### src/rtl/round_controller.sv
// Two-player round controller: health, lives, respawn timing and winner for the HUD.
// Optional `INVULN_EN adds a post-hit / post-spawn immunity state timed in frame ticks.
module round_controller #(
  parameter int MAX_HEALTH     = 5,
  parameter int MAX_LIVES      = 3,
  parameter int RESPAWN_FRAMES = 60,
  parameter int INVULN_FRAMES  = 30
) (
  input  logic       Clk,
  input  logic       Reset,
  input  logic       frame_tick,
  input  logic       hit1,
  input  logic       hit2,
  input  logic       fall1,
  input  logic       fall2,
  input  logic       restart,
  output logic [9:0] Player1Health,
  output logic [9:0] Player2Health,
  output logic [9:0] Player1Lives,
  output logic [9:0] Player2Lives,
  output logic [1:0] winner,
  output logic       respawn1,
  output logic       respawn2,
  output logic       alive1,
  output logic       alive2
);

  localparam int HW = $clog2(MAX_HEALTH + 1);
  localparam int LW = $clog2(MAX_LIVES + 1);
  localparam logic [HW-1:0] HEALTH_FULL = HW'(MAX_HEALTH);
  localparam logic [LW-1:0] LIVES_FULL  = LW'(MAX_LIVES);
  localparam logic [7:0]    RESP_CNT    = 8'(RESPAWN_FRAMES);

  if (MAX_HEALTH < 1 || MAX_HEALTH > 14) begin : g_bad_health
    $error("MAX_HEALTH must be 1..14");
  end
  if (RESPAWN_FRAMES > 255 || INVULN_FRAMES > 255) begin : g_bad_frames
    $error("frame counts must fit in 8 bits");
  end

`ifdef INVULN_EN
  localparam logic [7:0] INV_CNT = 8'(INVULN_FRAMES);
  typedef enum logic [1:0] {ALIVE, INVULN, DEAD, OUT} pstate_t;
`else
  typedef enum logic [1:0] {ALIVE, DEAD, OUT} pstate_t;
`endif
  typedef enum logic {PLAY, OVER} gstate_t;

  gstate_t         gst, gst_n;
  logic [1:0]      winner_r, winner_n;
  pstate_t         pst       [2];
  pstate_t         pst_n     [2];
  logic [HW-1:0]   health    [2];
  logic [HW-1:0]   health_n  [2];
  logic [LW-1:0]   lives     [2];
  logic [LW-1:0]   lives_n   [2];
  logic [7:0]      cnt       [2];
  logic [7:0]      cnt_n     [2];
  logic            alive     [2];
  logic            alive_n   [2];
  logic            respawn   [2];
  logic            respawn_n [2];
  logic            kill      [2];
  logic            enter_out [2];
  logic            hit       [2];
  logic            fall      [2];

  assign hit[0]  = hit1;
  assign hit[1]  = hit2;
  assign fall[0] = fall1;
  assign fall[1] = fall2;

  always_comb begin
    gst_n    = gst;
    winner_n = winner_r;
    for (int p = 0; p < 2; p++) begin
      pst_n[p]     = pst[p];
      health_n[p]  = health[p];
      lives_n[p]   = lives[p];
      cnt_n[p]     = cnt[p];
      alive_n[p]   = alive[p];
      respawn_n[p] = 1'b0;
      kill[p]      = 1'b0;
      enter_out[p] = 1'b0;
      if (gst == OVER) begin
        if (restart) begin
          pst_n[p]     = ALIVE;
          health_n[p]  = HEALTH_FULL;
          lives_n[p]   = LIVES_FULL;
          cnt_n[p]     = 8'd0;
          alive_n[p]   = 1'b1;
          respawn_n[p] = 1'b1;
        end
      end else begin
        case (pst[p])
          ALIVE: begin
            // fall outranks a coincident hit, so a death is only ever counted once
            if (fall[p] || (hit[p] && health[p] <= HW'(1))) begin
              kill[p] = 1'b1;
            end else if (hit[p]) begin
              health_n[p] = health[p] - 1'b1;
`ifdef INVULN_EN
              pst_n[p] = INVULN;
              cnt_n[p] = INV_CNT;
`endif
            end
          end
`ifdef INVULN_EN
          INVULN: begin
            if (fall[p]) begin
              kill[p] = 1'b1;
            end else if (frame_tick) begin
              if (cnt[p] <= 8'd1) begin
                pst_n[p] = ALIVE;
                cnt_n[p] = 8'd0;
              end else begin
                cnt_n[p] = cnt[p] - 8'd1;
              end
            end
          end
`endif
          DEAD: begin
            if (frame_tick) begin
              if (cnt[p] <= 8'd1) begin
                health_n[p]  = HEALTH_FULL;
                alive_n[p]   = 1'b1;
                respawn_n[p] = 1'b1;
`ifdef INVULN_EN
                pst_n[p] = INVULN;
                cnt_n[p] = INV_CNT;
`else
                pst_n[p] = ALIVE;
                cnt_n[p] = 8'd0;
`endif
              end else begin
                cnt_n[p] = cnt[p] - 8'd1;
              end
            end
          end
          default: ;
        endcase
        if (kill[p]) begin
          health_n[p] = '0;
          lives_n[p]  = (lives[p] == '0) ? '0 : lives[p] - 1'b1;
          alive_n[p]  = 1'b0;
          if (lives[p] <= LW'(1)) begin
            pst_n[p]     = OUT;
            cnt_n[p]     = 8'd0;
            enter_out[p] = 1'b1;
          end else begin
            pst_n[p] = DEAD;
            cnt_n[p] = RESP_CNT;
          end
        end
      end
    end
    if (gst == OVER && restart) begin
      gst_n    = PLAY;
      winner_n = 2'd0;
    end else if (gst == PLAY && (enter_out[0] || enter_out[1])) begin
      gst_n = OVER;
      if (enter_out[0] && enter_out[1]) winner_n = 2'd3;
      else if (enter_out[0])            winner_n = 2'd2;
      else                              winner_n = 2'd1;
    end
  end

  always_ff @(posedge Clk or posedge Reset) begin
    if (Reset) begin
      gst      <= PLAY;
      winner_r <= 2'd0;
      for (int p = 0; p < 2; p++) begin
        pst[p]     <= ALIVE;
        health[p]  <= HEALTH_FULL;
        lives[p]   <= LIVES_FULL;
        cnt[p]     <= 8'd0;
        alive[p]   <= 1'b1;
        respawn[p] <= 1'b0;
      end
    end else begin
      gst      <= gst_n;
      winner_r <= winner_n;
      for (int p = 0; p < 2; p++) begin
        pst[p]     <= pst_n[p];
        health[p]  <= health_n[p];
        lives[p]   <= lives_n[p];
        cnt[p]     <= cnt_n[p];
        alive[p]   <= alive_n[p];
        respawn[p] <= respawn_n[p];
      end
    end
  end

  assign Player1Health = 10'(health[0]);
  assign Player2Health = 10'(health[1]);
  assign Player1Lives  = 10'(lives[0]);
  assign Player2Lives  = 10'(lives[1]);
  assign winner        = winner_r;
  assign respawn1      = respawn[0];
  assign respawn2      = respawn[1];
  assign alive1        = alive[0];
  assign alive2        = alive[1];

endmodule

### config.mk
export PLATFORM = sky130hd
export DESIGN_NAME = round_controller
export DESIGN_NICKNAME = d
export VERILOG_FILES = /design/src/rtl/round_controller.sv
export SDC_FILE = /design/constraint.sdc
export NUM_CORES = 1
export LEC_CHECK = 0
export BUFFER_PORTS_ARGS = -buffer_cell sky130_fd_sc_hd__buf_2
export CAP_MARGIN = 20
export CORE_AREA = 2 2 74 76
export DETAILED_ROUTE_END_ITERATION = 12
export DIE_AREA = 0 0 76 78
export HOLD_SLACK_MARGIN = 0.02
export PLACE_DENSITY = 0.72
export REMOVE_ABC_BUFFERS = 1
export SLEW_MARGIN = 20
export SYNTH_ARGS = -nofsm -noshare
export SYNTH_HDL_FRONTEND = slang
export SYNTH_SLANG_ARGS = --single-unit
### constraint.sdc
create_clock -name Clk -period 1.8 [get_ports Clk]
set_input_delay 0.36 -clock Clk [delete_from_list [all_inputs] [get_ports Clk]]
set_output_delay 0.36 -clock Clk [all_outputs]
set_load 0.02 [all_outputs]
==> results.sh <==
export IMPL_grt_use_met3_pct=2.33
export IMPL_ff_latch_area_um2=940
export IMPL_hold_class="in -> async"
export IMPL_fmax_mhz=546
export IMPL_mostFrequentLayoutCells="46 x buf_4, 30 x conb_1, 26 x dfrtp_1, 23 x buf_2, 21 x nand2_1"
export IMPL_place_gp_congestion=0.856
export IMPL_start_kind="register"
export IMPL_crit_arrival_ps=2050
export IMPL_cts_tree="yes"
export IMPL_grt_first_pass_wirelength_um=9100
export IMPL_status="finished, violations left"
export IMPL_post_place_ws_ps=-24.8
export IMPL_slew_violations=0
export IMPL_vias_per_cell=5.31
export IMPL_power_leakage_uw=0.00149
export IMPL_busiest_layer="met2"
export IMPL_antenna_found_initial=0
export IMPL_hold_buffers=0
export IMPL_wl_um=5850
export IMPL_seq_area_frac_synth_pct=38.9
export IMPL_fin_util_pct=62.0
export IMPL_rsz0062_at_grt="yes"
export IMPL_port_buffers=23
export IMPL_use_met2_pct=32.7
export IMPL_vias=2173
export IMPL_max_clock_path_buffers=2
export IMPL_dr_pass1_iters=4
export IMPL_tns_ps=-39.8
export IMPL_rr_worst_depth=7
export IMPL_violations="setup timing"
export IMPL_num_fill_cells=409
export IMPL_die_area_um2=5930
export IMPL_grt_overflow_total=0
export IMPL_ioPinCount=54
export IMPL_layoutNonFillerInstCount=409
export IMPL_grt_usage_pct=18.7
export IMPL_fp_row_count=26
export IMPL_drive_above_1_share_pct=41.0
export IMPL_endpoint_kind="register"
export IMPL_ys_warnings_count=0
export IMPL_gr_usage_met1_pct=23.5
export IMPL_ant_nets=0
export IMPL_worst_pin_slew_ps=527
export IMPL_dp_final_hpwl_um=3930
export IMPL_fin_crit_sh_pct=102
export IMPL_cap_violations=0
export IMPL_synthFlopType="dfrtp_1"
export IMPL_worst_setup_path_type="reg -> reg"
export IMPL_htreeDepth=2
export IMPL_path_max_fanout=3
export IMPL_final_nets=354
export IMPL_reg2reg_slack_ps=-30
export IMPL_slew_headroom_pct=64.9
export IMPL_clock_sinks=37
export IMPL_grt_start_max_net_pins=38
export IMPL_wl_per_cell_um=14.3
export IMPL_rr_startpoint="Player2Health[1]$_DFFE_PP0P_"
export IMPL_die_x_um=76
export IMPL_final_hold_viol_count=0
export IMPL_drc=0
export IMPL_clkLatencyLatePin_ps=290
export IMPL_cts_made_buffers=5
export IMPL_ys_seq_elements=37
export IMPL_whs_ps=166
export IMPL_r2r_end="cnt[6]$_DFFE_PP0P_"
export IMPL_synth_edff_count=0
export IMPL_mostFrequentLayoutCell="buf_4"
export IMPL_timing_final_ws_setup_ps=-31.8
export IMPL_worst_ep_required_time_ps=2020
export IMPL_core_area_um2=5040
export IMPL_synth_cell_types=62
export IMPL_grt_pass1_vias=2052
export IMPL_irDropWorstVdd_uv=1110
export IMPL_finalSetupViolCount=2
export IMPL_cts_root_buffer="clkbuf_8"
export IMPL_power_density_nw_per_um2=2050
export IMPL_diodes=0
export IMPL_initialDrtViolationCount=130
export IMPL_netlist_area_um2=2410
export IMPL_start_util_pct=47.8
export IMPL_synthToLayoutAreaGrowth_pct=29.8
export IMPL_period_needed_ps=1830
export IMPL_syn_avg_cell_area_um2=9.16
export IMPL_async_flop_share_pct=100
export IMPL_multi_input_area_um2=1400
export IMPL_clkTransAtPathRegs_ps=80
export IMPL_syn_inst=263
export IMPL_dp_cells=388
export IMPL_fin_skew_ps=8.24
export IMPL_chipHeight_um=78
repair_timing:
| item | in CTS | in global routing |
|---|---|---|
| buffers inserted | 1 | 12 |
| gates resized for setup | 3 | 37 |
| pin swaps | 0 | 15 |
| endpoints found under the setup margin | 7 | 26 |
cell families after synthesis:
logic type,after synthesis,share of synthesized area [%]
buf+inv,53,13.4
simple gates,79,18.1
other cells,1,0.156
flops,37,38.9
mux,1,0.467
fa+ha+maj,8,4.15
compound gates,84,24.8
registers in the layout, summed over array words and instances, names as in the netlist:
signal,count
Player1Lives,2
Player2Health,3
respawn1,1
pst,4
cnt,16
Player2Lives,2
winner,2
Player1Health,3
respawn2,1
alive1,1
gst,1
alive2,1
routing by layer:
metal	part of all wire [%]	vias up
met4	2.3	0
met5	0	-
met2	51	74
met3	3.4	16
met1	43	1048
li1	-	1035
worst max-delay path by stage:
| stage | start | endpoint | slack [ps] |
|---|---|---|---|
| after floorplan | Player2Health[1]$_DFFE_PP0P_ | cnt[6]$_DFFE_PP0P_ | -90 |
| after global placement | Player2Health[0]$_DFFE_PP1P_ | winner[1]$_DFFE_PP0P_ | 40 |
| after detailed placement | Player2Health[0]$_DFFE_PP1P_ | winner[1]$_DFFE_PP0P_ | -20 |
| after CTS | Player2Health[1]$_DFFE_PP0P_ | cnt[6]$_DFFE_PP0P_ | -10 |
| after global routing | Player2Health[1]$_DFFE_PP0P_ | cnt[6]$_DFFE_PP0P_ | -110 |
| final | Player2Health[1]$_DFFE_PP0P_ | cnt[6]$_DFFE_PP0P_ | -30 |
worst max-delay path, stage by stage (launching register included):
cell and delay [ps]:
dfrtp_1 360, inv_2 50, ha_4 150, or2_0 190
o221a_1 290, or3_4 450, o21ai_2 120, a22o_1 160
synthesized netlist by cell type (2+ instances only):
master,count,area [µm²]
o22ai_1,6,37.5
o211ai_2,2,25.0
a31oi_1,4,25.0
dfrtp_1,27,676
and2_1,2,12.5
buf_4,30,225
ha_1,8,100
nand2b_1,2,12.5
nand3_1,5,25.0
o21ai_2,3,26.3
a21o_1,7,52.6
or3b_2,2,17.5
nor2_2,2,12.5
nor2b_1,2,12.5
nor3_1,5,25.0
o21ai_0,17,85.1
inv_1,19,71.3
o211ai_1,2,15.0
o22a_1,2,17.5
o21a_1,3,22.5
a21oi_1,13,65.1
nor2_1,19,71.3
o311ai_0,2,17.5
nand2_1,22,82.6
o31ai_1,3,22.5
or2_1,2,12.5
nor4_1,2,12.5
or4_4,2,22.5
dfstp_2,10,263
nor4_2,2,25.0
a22o_1,3,26.3
buf_2,3,15.0
power breakdown:
group	switching, µW	leakage [µW]	total (µW)	internal (µW)
clock	302	0.0000574	753	451
combinational	2080	0.000981	3920	1850
sequential	443	0.000454	1720	1280
metrics by stage:
step	total power (µW)	instance area [µm²]
2_1_floorplan	3750	2270
3_3_place_gp	4840	2750
3_5_place_dp	4940	2750
4_1_cts	5750	2880
5_1_grt	6870	3130
6_report	6400	3130
final cells by class:
cell class / instances / area share [%]
Timing Repair Buffer: 73 / 16.2
Multi-Input combinational cell: 202 / 44.9
Tap cell: 70 / 2.80
Clock buffer: 6 / 2.64
Inverter: 19 / 2.28
Sequential cell: 37 / 30.0
Clock inverter: 2 / 1.20
Power figures use the tool's default switching activity.
